[config.mk]
export PLATFORM = sky130hd
export DESIGN_NAME = mcycle_unit_flat
export DESIGN_NICKNAME = d
export VERILOG_FILES = /design/src/rtl/mcycle_unit_if.sv /design/src/rtl/mcycle_unit.sv /design/src/flat_wrapper.sv
export SDC_FILE = /design/constraint.sdc
export NUM_CORES = 1
export LEC_CHECK = 0
export CAP_MARGIN = 20
export CORE_ASPECT_RATIO = 2
export CORE_UTILIZATION = 25
export DETAILED_ROUTE_END_ITERATION = 10
export PLACE_DENSITY = 0.48
export SYNTH_ARGS = -nofsm -noshare
export SYNTH_HDL_FRONTEND = slang
export SYNTH_SLANG_ARGS = --single-unit
[constraint.sdc]
create_clock -name CLK -period 14.1 [get_ports CLK]
set_input_delay 1.41 -clock CLK [delete_from_list [all_inputs] [get_ports CLK]]
set_output_delay 1.41 -clock CLK [all_outputs]
set_load 0.1 [all_outputs]
[src/rtl/mcycle_unit_if.sv]
// Request/response bundle between the decoder and the multi-cycle unit.
// The decoder is master; mcycle_unit is slave.
interface mcycle_unit_if #(
  parameter int WIDTH = 32
);
  logic             Start;
  logic [1:0]       MCycleOp;
  logic [WIDTH-1:0] Operand1;
  logic [WIDTH-1:0] Operand2;
  logic [WIDTH-1:0] Result1;
  logic [WIDTH-1:0] Result2;
  logic             Busy;
  logic             Done;

  modport master (
    output Start, MCycleOp,
    output Operand1, Operand2,
    input  Result1, Result2,
    input  Busy, Done
  );

  modport slave (
    input  Start, MCycleOp,
    input  Operand1, Operand2,
    output Result1, Result2,
    output Busy, Done
  );
endinterface

[src/rtl/mcycle_unit.sv]
// Iterative 32-bit mul/div unit: shift-add multiply, restoring divide.
// Optional MCYCLE_EARLY_EXIT_EN: early exit on exhausted multiplier or div-by-zero.
module mcycle_unit #(
  parameter int WIDTH = 32
) (
  input logic         CLK,
  input logic         RESET,
  mcycle_unit_if.slave bus
);

  localparam int CW = $clog2(WIDTH + 1);
  localparam logic [CW-1:0] LAST = CW'(WIDTH);

  localparam logic [1:0] IDLE    = 2'd0;
  localparam logic [1:0] COMPUTE = 2'd1;
  localparam logic [1:0] DONE    = 2'd2;

  logic [1:0]         state;
  logic [CW-1:0]      cnt;
  logic               is_mul;
  logic               neg_lo;
  logic               neg_hi;
  logic               dz;
  logic               busy;
  logic               done;
  logic [WIDTH-1:0]   op1_raw;
  logic [WIDTH-1:0]   divisor;
  logic [WIDTH-1:0]   quo;
  logic [WIDTH-1:0]   rem;
  logic [2*WIDTH-1:0] acc;
  logic [2*WIDTH-1:0] mcand;
  logic [WIDTH-1:0]   res1;
  logic [WIDTH-1:0]   res2;

  logic               sgn;
  logic               s1;
  logic               s2;
  logic               op_mul;
  logic [WIDTH-1:0]   abs1;
  logic [WIDTH-1:0]   abs2;
  logic [WIDTH:0]     shifted;
  logic [WIDTH:0]     trial;
  logic [2*WIDTH-1:0] prod;
  logic [2*WIDTH-1:0] mul_p;
  logic [WIDTH-1:0]   q_fix;
  logic [WIDTH-1:0]   r_fix;
  logic               early;
  logic               finish;

  assign sgn    = bus.MCycleOp[1];
  assign op_mul = bus.MCycleOp[1] == bus.MCycleOp[0];
  assign s1     = sgn & bus.Operand1[WIDTH-1];
  assign s2     = sgn & bus.Operand2[WIDTH-1];
  assign abs1   = s1 ? -bus.Operand1 : bus.Operand1;
  assign abs2   = s2 ? -bus.Operand2 : bus.Operand2;

  // Restoring step: remainder never exceeds divisor, so WIDTH+1 bits suffice
  assign shifted = {rem, quo[WIDTH-1]};
  assign trial   = shifted - {1'b0, divisor};

  assign prod  = acc + (quo[0] ? mcand : '0);
  assign mul_p = neg_lo ? -acc : acc;
  assign q_fix = neg_lo ? -quo : quo;
  assign r_fix = neg_hi ? -rem : rem;

`ifdef MCYCLE_EARLY_EXIT_EN
  assign early = is_mul ? (cnt != '0) && (quo == '0) : dz;
`else
  assign early = 1'b0;
`endif

  assign finish = (cnt == LAST) || early;

  always_ff @(posedge CLK or posedge RESET) begin
    if (RESET) begin
      state   <= IDLE;
      cnt     <= '0;
      is_mul  <= 1'b0;
      neg_lo  <= 1'b0;
      neg_hi  <= 1'b0;
      dz      <= 1'b0;
      busy    <= 1'b0;
      done    <= 1'b0;
      op1_raw <= '0;
      divisor <= '0;
      quo     <= '0;
      rem     <= '0;
      acc     <= '0;
      mcand   <= '0;
      res1    <= '0;
      res2    <= '0;
    end else begin
      case (state)
        IDLE: begin
          done <= 1'b0;
          if (bus.Start) begin
            state   <= COMPUTE;
            busy    <= 1'b1;
            cnt     <= '0;
            is_mul  <= op_mul;
            neg_lo  <= s1 ^ s2;
            neg_hi  <= s1;
            dz      <= bus.Operand2 == '0;
            op1_raw <= bus.Operand1;
            divisor <= abs2;
            quo     <= op_mul ? abs2 : abs1;
            rem     <= '0;
            acc     <= '0;
            mcand   <= {{WIDTH{1'b0}}, abs1};
          end
        end
        COMPUTE: begin
          if (finish) begin
            state <= DONE;
            busy  <= 1'b0;
            done  <= 1'b1;
            if (is_mul) begin
              res1 <= mul_p[WIDTH-1:0];
              res2 <= mul_p[2*WIDTH-1:WIDTH];
            end else if (dz) begin
              res1 <= '1;
              res2 <= op1_raw;
            end else begin
              res1 <= q_fix;
              res2 <= r_fix;
            end
          end else begin
            cnt <= cnt + CW'(1);
            if (is_mul) begin
              acc   <= prod;
              mcand <= mcand << 1;
              quo   <= quo >> 1;
            end else if (!trial[WIDTH]) begin
              rem <= trial[WIDTH-1:0];
              quo <= {quo[WIDTH-2:0], 1'b1};
            end else begin
              rem <= shifted[WIDTH-1:0];
              quo <= {quo[WIDTH-2:0], 1'b0};
            end
          end
        end
        DONE: begin
          done  <= 1'b0;
          state <= IDLE;
        end
        default: begin
          state <= IDLE;
          busy  <= 1'b0;
          done  <= 1'b0;
        end
      endcase
    end
  end

  assign bus.Busy    = busy;
  assign bus.Done    = done;
  assign bus.Result1 = res1;
  assign bus.Result2 = res2;

endmodule

[src/flat_wrapper.sv]
// flat-port wrapper written by rule: the top's interface ports become plain ports
module mcycle_unit_flat 
#(
  parameter int WIDTH = 32
)
  (CLK, RESET, bus_Start, bus_MCycleOp, bus_Operand1, bus_Operand2, bus_Result1, bus_Result2, bus_Busy, bus_Done);
  mcycle_unit_if #(.WIDTH(WIDTH)) bus_i ();
  input logic CLK;
  input logic RESET;
  input wire logic [$bits(bus_i.Start)-1:0] bus_Start;
  input wire logic [$bits(bus_i.MCycleOp)-1:0] bus_MCycleOp;
  input wire logic [$bits(bus_i.Operand1)-1:0] bus_Operand1;
  input wire logic [$bits(bus_i.Operand2)-1:0] bus_Operand2;
  output wire logic [$bits(bus_i.Result1)-1:0] bus_Result1;
  output wire logic [$bits(bus_i.Result2)-1:0] bus_Result2;
  output wire logic [$bits(bus_i.Busy)-1:0] bus_Busy;
  output wire logic [$bits(bus_i.Done)-1:0] bus_Done;
  assign bus_i.Start = bus_Start;
  assign bus_i.MCycleOp = bus_MCycleOp;
  assign bus_i.Operand1 = bus_Operand1;
  assign bus_i.Operand2 = bus_Operand2;
  assign bus_Result1 = bus_i.Result1;
  assign bus_Result2 = bus_i.Result2;
  assign bus_Busy = bus_i.Busy;
  assign bus_Done = bus_i.Done;
  mcycle_unit #(.WIDTH(WIDTH)) u_core (.CLK(CLK), .RESET(RESET), .bus(bus_i));
endmodule
Yosys cells after proc, flatten, opt, wreduce, memory -nomap -nowiden
Cells that the tools add are included.

Flip-flop bits (word level): 334. Latch bits: 0. RAM bits: 0. Bits in read-only memories: 0. Input bits: 69. Output and inout bits: 66. Logic and storage cells: 87. Memories: 0.

Add/subtract/negate cells: 8. Multipliers: 0. Div/mod/pow operators: 0. $lt $le $gt $ge: 0. Equal/unequal tests: 9. Shifts and indexed selects: 0. Multiplexer cells: 40. Bitwise operators: 4. Reductions and logical operators: 10.

Operators by type and width (number): 32-bit 2-to-1 mux (16); 64-bit 2-to-1 mux (8); 64-bit one-hot mux with 2 select lines (2); 32-bit negation (4); 32-bit one-hot mux with 2 select lines (2); 64-bit adder (1); 64-bit negation (1); 33-bit by 32-bit subtractor with 33-bit output (1); 32-bit logical NOT (1); 6-bit 2-to-1 mux (2); 6-bit one-hot mux with 2 select lines (1); 4-bit AND reduction (2); 6-bit by 1-bit adder with 6-bit output, second input constant (1); 6-bit equality test, second input constant (1); 2-bit != test, second input constant (3); 2-bit AND reduction (3); 3-bit AND reduction (2); 1-bit 2-to-1 mux (5); 2-bit 2-to-1 mux (2); 2-bit by 1-bit != test with 1-bit output, second input constant (2); 2-bit one-hot mux with 2 select lines (1); 1-bit one-hot mux with 3 select lines (1); 1-bit bitwise AND (2); 2-bit by 1-bit equality test with 1-bit output, second input constant (1); other kinds (6) (6).

Depth between registers and ports, before layout
Gate-level depths: netlist of run 1.

Depth in word-level cells: 5. Mapped depth: 17. Depth with buffers taken out: 15.

Worst setup path after synthesis of run 1
Ideal clock, no wire load.

Path type: input-to-reg. From: input port bus_Operand1[9]. To: register u_core.quo[29]. Library setup time: 0.126 ns. Arrival time: 3.816 ns. Required time: 13.974 ns. Setup slack: 10.158 ns. Stages on the path: 8. Buffers on the path: 0. Path through: or4_1 nor3_1 nand2_1 or4_1 o41ai_1 xor2_1 mux2i_1 a221o_1.

Cells in the longest elaborated chain, start to end: 5.

RTL lines: start, declared (RTL line flat_wrapper.sv:12) `input wire logic [$bits(bus_i.Operand1)-1:0] bus_Operand1;`; 32-bit negation (RTL line mcycle_unit.sv:54) `assign abs1 = s1 ? -bus.Operand1 : bus.Operand1;`; 32-bit 2-to-1 mux (RTL line mcycle_unit.sv:54); 32-bit 2-to-1 mux (RTL line mcycle_unit.sv:106) `quo <= op_mul ? abs2 : abs1;`; 32-bit 2-to-1 mux (RTL line mcycle_unit.sv:96) `if (bus.Start) begin`; 32-bit one-hot mux with 2 select lines (RTL line mcycle_unit.sv:93) `case (state)`; end signal, assigned (RTL line mcycle_unit.sv:106); end signal, assigned (RTL line mcycle_unit.sv:132) `quo <= quo >> 1;`; end signal, assigned (RTL line mcycle_unit.sv:135) `quo <= {quo[WIDTH-2:0], 1'b1};`; end, declared (RTL line mcycle_unit.sv:28) `logic [WIDTH-1:0] quo;`.

Every way passes these cells. The select of a mux whose other input is x is not followed. A chain may end at the register's enable or synchronous reset.

Worst setup path after layout of run 1
From: register u_core.quo[0]. To: register u_core.acc[61].

Cells in the longest elaborated chain, start to end: 5.

RTL lines: 64-bit 2-to-1 mux (RTL line mcycle_unit.sv:61) `assign prod = acc + (quo[0] ? mcand : '0);`; 64-bit adder (RTL line mcycle_unit.sv:61); 64-bit 2-to-1 mux (RTL line mcycle_unit.sv:129) `if (is_mul) begin`; 64-bit 2-to-1 mux (RTL line mcycle_unit.sv:113) `if (finish) begin`; 64-bit one-hot mux with 2 select lines (RTL line mcycle_unit.sv:93); end signal, assigned (RTL line mcycle_unit.sv:130) `acc <= prod;`; end, declared (RTL line mcycle_unit.sv:30) `logic [2*WIDTH-1:0] acc;`.

Every way passes these cells. The select of a mux whose other input is x is not followed.

==> summary.md, run 1 <==
| Metric | Value |
|---|---|
| Via count | `~21k` |
| FF-to-FF End | `u_core.acc[61]$_DFFE_PP0P_` |
| Grt ovf | `0` |
| Tot Pwr | `slightly above 7000 uW` |
| DRC viols | `0` |
| CP cell instances | `buf_4, and2_1, ha_1, a21oi_1, o21ai_0, a221oi_1, nand3_1, a2111oi_0, nor2_1, a31oi_1, a21boi_0, o21ai_0, nand3_1, a32o_1` |
| Synth top area share | `35.4%` |
| Yosys top cell by area | `dfrtp_1` |
| Mapped Nets | `around 3.1k` |
| WHS | `0.481 ns` |
| Placeable Area | `between 0.09 and 0.1 sq mm` |
| Worst EP arrival | `around 5.8 ns` |
| Total GRT Usage | `19.6%` |
| CP Class | `flip-flop to flip-flop` |
| Port Buffers | `134` |
| WP data required | `between 10 and 15 ns` |
| Chip height | `roughly 440 um` |
| Initial drt markers | `approximately 1.4k` |
| Worst flop-to-flop path startpoint | `u_core.quo[0]$_DFFE_PP0P_` |
| Number of synthesized flops with an enable pin | `0` |
| Dpl hpwl | `73.2 mm` |
| Resized Gates After CTS | `0` |
| Critical-path top delay cell | `a2111oi_0` |
| Initial antenna violation count | `2` |
| Clock slew at reported path FFs | `~0.070 ns` |
| Layout cells sized above 1 | `4.55%` |
| Setup Fix Bufs, Post-CTS | `0` |
| Max IR drop VDD | `roughly 0.15 mV` |
| Slew @ Worst Pin | `1.10 ns` |
| Worst skew pair latency | `~0.57 ns` |
| DR WL/cell | `around 23 um` |
| First-pass iteration count of the detailed router | `6` |
| Fin util | `around 29%` |
| Pwr/cell area | `260 mW/mm^2` |
| Total of max-cap violations | `0` |
| Io pins | `around 140` |
| Antenna viol nets, final | `0` |
| Outcome | `finished clean` |
| Leakage | `around 0.012 uW` |
| Final instance area | `roughly 0.027 sq mm` |
| R2R cell count | `14` |
| Fin Setup TNS | `0 ns` |
| Reg2Reg Setup Slack | `slightly below 9 ns` |
| Sequential element share of the synthesized area | `a little over a third` |
| Final setup fails | `0` |
| TritonCTS buffer count | `35` |
| Initial Util | `about 25%` |
| Post-layout minimum cycle time | `roughly 5.4 ns` |
| Clock tree buffer depth | `3` |
| CTS Sinks | `around 330` |
| Netlist cell types | `79` |
| Nets | `3070` |
| Syn Inst Count | `~2.9k` |
| Area contributors post-synth | `dfrtp_1 (35%), nand2_1 (7.6%), o21ai_0 (6.6%)` |
| Crit path to | `u_core.acc[61]$_DFFE_PP0P_` |
| Slew HR | `between 20% and 30%` |
| RSZ-0062 raised after global routing | `false` |
| FP Rows | `159` |
| Die area | `0.0958 sq mm` |
| Total number of H-tree levels | `2` |
| Mapped Area | `about 0.024 sq mm` |
| Final GP Congestion | `between 0.9 and 1` |
| Hold Buf Count CTS | `0` |
| Synth Flop Type | `dfrtp_1` |
| Area growth syn-to-layout | `15.6%` |
| Post-synthesis register bit count | `between 300 and 400` |
| TritonCTS clock tree | `yes` |
| Placement Cell Area | `approximately 0.026 sq mm` |
| Total wire length | `roughly 96 mm` |
| FFs w/ async S/R, synth | `100%` |
| Worst min-delay path class | `flip-flop to flip-flop` |
| Pin count of the biggest net entering global routing | `about 150` |
| Post-Syn Area per Cell | `8.19 sq um` |
| Setup crit end kind | `flip-flop` |
| Max Freq | `roughly 0.19 GHz` |
| Warnings, synthesis | `0` |
| Width of the die | `about 220 um` |
| Hold Vio Cnt, Final | `0` |
| Critical path peak fanout | `55` |
| Vias in the first global route | `between 20k and 25k` |
| Via density | `5.19` |
| Worst path max stage delay | `roughly 0.94 ns` |
| Setup clock skew after layout | `roughly 0.03 ns` |
| Setup crit start | `u_core.quo[0]$_DFFE_PP0P_` |
| Max-slew violation count | `0` |
| Final Cycle Share | `a little under two fifths` |
| Root buffer cell | `clkbuf_16` |
| First-pass GRT wire length | `around 140 mm` |
| Startpoint type of the worst setup path | `flip-flop` |
-- area by class of cell --
class,instances,area (sq um)
antenna,1,2.50
clock buffer,49,1030
clock inverter,14,149
fill,9981,66400
inverter,74,285
multi-input combinational,2290,14400
sequential,334,8360
tap,1207,1510
timing repair buffer,162,1560
-- how the worst min path moves through the flow --
stage	startpoint	endpoint	slack (ns)	cells past startpoint
after CTS	u_core.op1_raw[19]$_DFFE_PP0P_	u_core.op1_raw[19]$_DFFE_PP0P_	0.48	2
after global placement	u_core.op1_raw[6]$_DFFE_PP0P_	u_core.op1_raw[6]$_DFFE_PP0P_	0.46	2
after global routing	u_core.bus.Result1[3]$_DFFE_PP0P_	u_core.bus.Result1[3]$_DFFE_PP0P_	0.50	1
after detailed placement	u_core.op1_raw[19]$_DFFE_PP0P_	u_core.op1_raw[19]$_DFFE_PP0P_	0.46	2
after floorplan	u_core.op1_raw[30]$_DFFE_PP0P_	u_core.op1_raw[30]$_DFFE_PP0P_	0.45	2
final	u_core.op1_raw[17]$_DFFE_PP0P_	u_core.op1_raw[17]$_DFFE_PP0P_	0.48	2
-- flip-flops by register name, indices dropped and copies added, names as in the netlist, 2 cells and up --
name and flops:
u_core.acc 64, u_core.bus.Result1 32, u_core.bus.Result2 32, u_core.cnt 6, u_core.divisor 32, u_core.mcand 64
u_core.op1_raw 32, u_core.quo 32, u_core.rem 32, u_core.state 2
-- where the power goes --
part / total (uW) / internal, uW / switching [uW] / leakage (uW)
Combinational: 4190 / 1360 / 2830 / 0.00677
Clock: 1000 / 552 / 451 / 0.000583
Sequential: 1900 / 1360 / 548 / 0.00433
-- placed cells by master, fill, tap and decap left out, types with 18 or more instances in the layout --
| cell | n |
|---|---|
| a21o_1 | 66 |
| a21oi_1 | 179 |
| a221oi_1 | 30 |
| a22o_1 | 31 |
| a31oi_1 | 28 |
| and2_1 | 69 |
| buf_4 | 27 |
| clkbuf_16 | 36 |
| clkdlybuf4s50_1 | 134 |
| dfrtp_1 | 331 |
| ha_1 | 102 |
| inv_1 | 72 |
| mux2i_1 | 55 |
| nand2_1 | 478 |
| nand2b_1 | 19 |
| nand3_1 | 62 |
| nand4_1 | 21 |
| nor2_1 | 171 |
| nor3_1 | 47 |
| o21ai_0 | 311 |
| o311ai_0 | 23 |
| o31ai_1 | 52 |
| o41ai_1 | 22 |
| or3_1 | 25 |
| or4_1 | 18 |
| xnor2_1 | 93 |
| xor2_1 | 175 |
-- logic make-up (layout without fill, tap and decap cells) --
logic type,after synthesis,count (layout),share of synthesized area [%]
DFF,334,334,35.4
other,0,1,0
and+or+nand+nor,987,987,19.1
muxes,55,55,2.33
xor gates and xnor gates,270,270,10.0
adders and majority gates,104,104,5.57
AOI/OAI and AO/OA,874,874,23.4
buffers and inverters,259,299,4.17
-- cell usage after synthesis, drive strengths merged (16+ instances only) --
cell type and number:
nand4 21, ha 102, nand2b 21, inv 74, dfrtp 334, mux2i 55, nor2 173, xnor2 93
a21o 66, o311ai 23, nor3 48, nand3 62, a211oi 16, o21ai 313, a21oi 181, o41ai 23
nand2 481, a31oi 28, or3 26, or4 23, clkbuf 170, and2 70, a22o 31, o21bai 16
o31ai 54, xor2 177, a221oi 31, nor2b 16
-- metrics by stage --
stage / worst slack, ns / instances
2_1_floorplan: 3.44 / 2883
3_3_place_gp: 9.01 / 4067
3_5_place_dp: 8.82 / 4067
4_1_cts: 8.78 / 4130
5_1_grt: 8.51 / 4131
6_report: 8.75 / 4131
-- worst max-delay path, delay by kind of cell, from the launching register on --
| family | cells | cell delay (ns) |
|---|---|---|
| compound gates | 8 | 2.70 |
| simple gates | 4 | 0.99 |
| flops | 1 | 0.65 |
| buf+inv | 1 | 0.53 |
| fa+ha+maj | 1 | 0.33 |
-- routing by layer --
metal  share of wire (%)  vias up  global-route usage, %
met5                   0        -                      0
met4                 8.1        0                   14.1
met3                 3.6      193                   2.00
met2                  53      499                   36.9
met1                  35    10500                   19.6
li1                    -    10300                      -
Note: power is estimated with default switching activity, not from simulation.
==> inputs of run 2 (changes only) <==
--- a/config.mk
+++ b/config.mk
@@ -9,7 +9,7 @@
 export CORE_ASPECT_RATIO = 2
 export CORE_UTILIZATION = 25
 export DETAILED_ROUTE_END_ITERATION = 10
-export PLACE_DENSITY = 0.48
+export PLACE_DENSITY = 0.49
 export SYNTH_ARGS = -nofsm -noshare
 export SYNTH_HDL_FRONTEND = slang
 export SYNTH_SLANG_ARGS = --single-unit
==> constraint.sdc (replaced) <==
create_clock -name CLK -period 4.9 [get_ports CLK]
set_input_delay 0.49 -clock CLK [delete_from_list [all_inputs] [get_ports CLK]]
set_output_delay 0.49 -clock CLK [all_outputs]
set_load 0.1 [all_outputs]
==> summary.md, run 2 (synthesized netlist as in run 1, its figures left out) <==
| Metric | Value |
|---|---|
| Outcome | `finished clean` |
| Via count | `21.6k` |
| FF-to-FF End | `u_core.bus.Result2[27]$_DFFE_PP0P_` |
| Startpoint type of the worst setup path | `flip-flop` |
| Worst EP arrival | `between 4 and 5 ns` |
| Dpl hpwl | `approximately 75 mm` |
| First-pass iteration count of the detailed router | `5` |
| Setup crit end kind | `flip-flop` |
| Slew HR | `between 20% and 30%` |
| Clock slew at reported path FFs | `~0.07 ns` |
| Worst min-delay path class | `input port to asynchronous set/reset pin` |
| Setup Fix Bufs, Post-CTS | `0` |
| R2R cell count | `10` |
| Chip height | `between 400 and 500 um` |
| Port Buffers | `~130` |
| Max IR drop VDD | `0.503 mV` |
| Grt ovf | `0` |
| CP delay by family, top | `simple AND/OR/NAND/NOR gates` |
| DRC viols | `0` |
| Setup clock skew after layout | `between 0.02 and 0.03 ns` |
| Initial antenna violation count | `1` |
| Pin count of the biggest net entering global routing | `84` |
| Worst flop-to-flop path startpoint | `u_core.acc[14]$_DFFE_PP0P_` |
| Placed Cells | `just over 4k` |
| Register area | `between 0.008 and 0.009 sq mm` |
| FP Rows | `approximately 160` |
| Initial Util | `~25%` |
| Slew @ Worst Pin | `around 1.2 ns` |
| Hold Buf Count CTS | `0` |
| Worst skew pair latency | `slightly below 0.6 ns` |
| First-pass GRT wire length | `143 mm` |
| Biggest registers after layout | `u_core.acc x64, u_core.mcand x64` |
| Vias in the first global route | `roughly 22k` |
| Total number of H-tree levels | `2` |
| DR WL/cell | `23.2 um` |
| Hold Vio Cnt, Final | `0` |
| Via density | `~5.2` |
| Reg2Reg Setup Slack | `about 0.69 ns` |
| CP Class | `flip-flop to flip-flop` |
| Critical-path top delay cell | `or4_4` |
| Post-layout minimum cycle time | `between 4 and 5 ns` |
| WP data required | `approximately 5.4 ns` |
| Antenna viol nets, final | `0` |
| RSZ-0062 raised after global routing | `false` |
| Nets | `approximately 3.1k` |
| Resized Gates After CTS | `0` |
| Leakage | `about 0.012 uW` |
| WHS | `0.429 ns` |
| CTS Sinks | `about 330` |
| TritonCTS buffer count | `36` |
| Clock tree buffer depth | `3` |
| Io pins | `roughly 140` |
| Fillers | `about 10k` |
| Final Cycle Share | `between 80% and 90%` |
| CP most frequent cell | `or4_4` |
| Max-slew violation count | `0` |
| Initial drt markers | `between 1.5k and 2k` |
| CP cell instances | `or4_4, nor4_2, or4b_1, nor3_2, nand2_1, or4_4, or4_4, o31ai_2, xor2_1, o221ai_1` |
| WP buf/inv | `0` |
| Fin Setup TNS | `0 ns` |
| Total wire length | `around 96 mm` |
| Area growth syn-to-layout | `16.7%` |
| Fin util | `between 20% and 30%` |
| Antenna diodes | `0` |
| Area occupied by multi-input gates | `0.0144 sq mm` |
| Total GRT Usage | `between 10% and 20%` |
| Die area | `0.0958 sq mm` |
| Max Freq | `about 0.24 GHz` |
| Layout cells sized above 1 | `under 10%` |
| Root buffer cell | `clkbuf_16` |
| Final setup fails | `0` |
| Cell Count, Final, Fillers Out | `about 4.2k` |
| Commonest cells after routing, fill and taps aside | `nand2_1 (478), dfrtp_1 (331), o21ai_0 (311)` |
| Final GP Congestion | `0.934` |
| Commonest non-fill, non-tap cell in the layout | `nand2_1` |
| Worst path max stage delay | `just under 0.6 ns` |
| Pwr/cell area | `roughly 740 mW/mm^2` |
| TritonCTS clock tree | `yes` |
| Critical path peak fanout | `7` |
| Placeable Area | `~0.094 sq mm` |
| Width of the die | `between 200 and 250 um` |
| Total of max-cap violations | `0` |
run 2: power breakdown:
part / total (uW) / internal (uW) / switching (uW)
registers: 5320 / 3900 / 1420
clock network: 3010 / 1680 / 1340
logic: 12200 / 4010 / 8150
total: 20500 / 9590 / 10900
run 2: worst max-delay path by stage:
stage | start | to | slack (ns) | cells after the start
2_1_floorplan | RESET | u_core.acc[0]$_DFFE_PP0P_ | -0.05 | 1
3_3_place_gp | u_core.acc[14]$_DFFE_PP0P_ | u_core.bus.Result2[27]$_DFFE_PP0P_ | 0.71 | 10
3_5_place_dp | u_core.acc[14]$_DFFE_PP0P_ | u_core.bus.Result2[27]$_DFFE_PP0P_ | 0.62 | 10
4_1_cts | u_core.acc[14]$_DFFE_PP0P_ | u_core.bus.Result2[27]$_DFFE_PP0P_ | 0.64 | 10
5_1_grt | u_core.quo[0]$_DFFE_PP0P_ | u_core.acc[61]$_DFFE_PP0P_ | 0.37 | 15
6_report | u_core.acc[14]$_DFFE_PP0P_ | u_core.bus.Result2[27]$_DFFE_PP0P_ | 0.69 | 10
run 2: routing by layer:
metal | track usage [%] | up-vias | share of wire (%)
met5 | 0 | - | 0.014
met4 | 14.4 | 2 | 8.1
met3 | 1.86 | 192 | 3.1
met2 | 37.9 | 467 | 54
met1 | 19.9 | 10600 | 35
li1 | - | 10300 | -
run 2: layout make-up:
class	instances	share of cell area (%)
timing repair buffer	184	6.41
tap	1207	5.48
multi-input combinational	2290	52.2
sequential	334	30.3
clock inverter	17	0.635
inverter	74	1.02
clock buffer	49	3.93
run 2: worst register-to-register path: cells and delay by family (launching register included):
kind	cells	cell delay [ns]
compound gates	2	0.39
xor+xnor	1	0.18
simple gates	7	3.07
flops	1	0.46
run 2: metrics by stage:
| stage | setup slack [ns] | total power, uW | cell area [sq um] |
|---|---|---|---|
| 6_report | 0.693 | 20500 | 27600 |
| 5_1_grt | 0.368 | 21900 | 27600 |
| 2_1_floorplan | -0.0526 | 13500 | 23600 |
| 3_3_place_gp | 0.708 | 17500 | 26300 |
| 3_5_place_dp | 0.623 | 17500 | 26300 |
| 4_1_cts | 0.637 | 20600 | 27600 |
==> inputs of run 3 (changes only) <==
--- a/config.mk
+++ b/config.mk
@@ -5,7 +5,6 @@
 export SDC_FILE = /design/constraint.sdc
 export NUM_CORES = 1
 export LEC_CHECK = 0
-export CAP_MARGIN = 20
 export CORE_ASPECT_RATIO = 2
 export CORE_UTILIZATION = 25
 export DETAILED_ROUTE_END_ITERATION = 10
==> results of run 3 <==
Same layout as run 2: the final DEF is identical, and so are final timing and power.
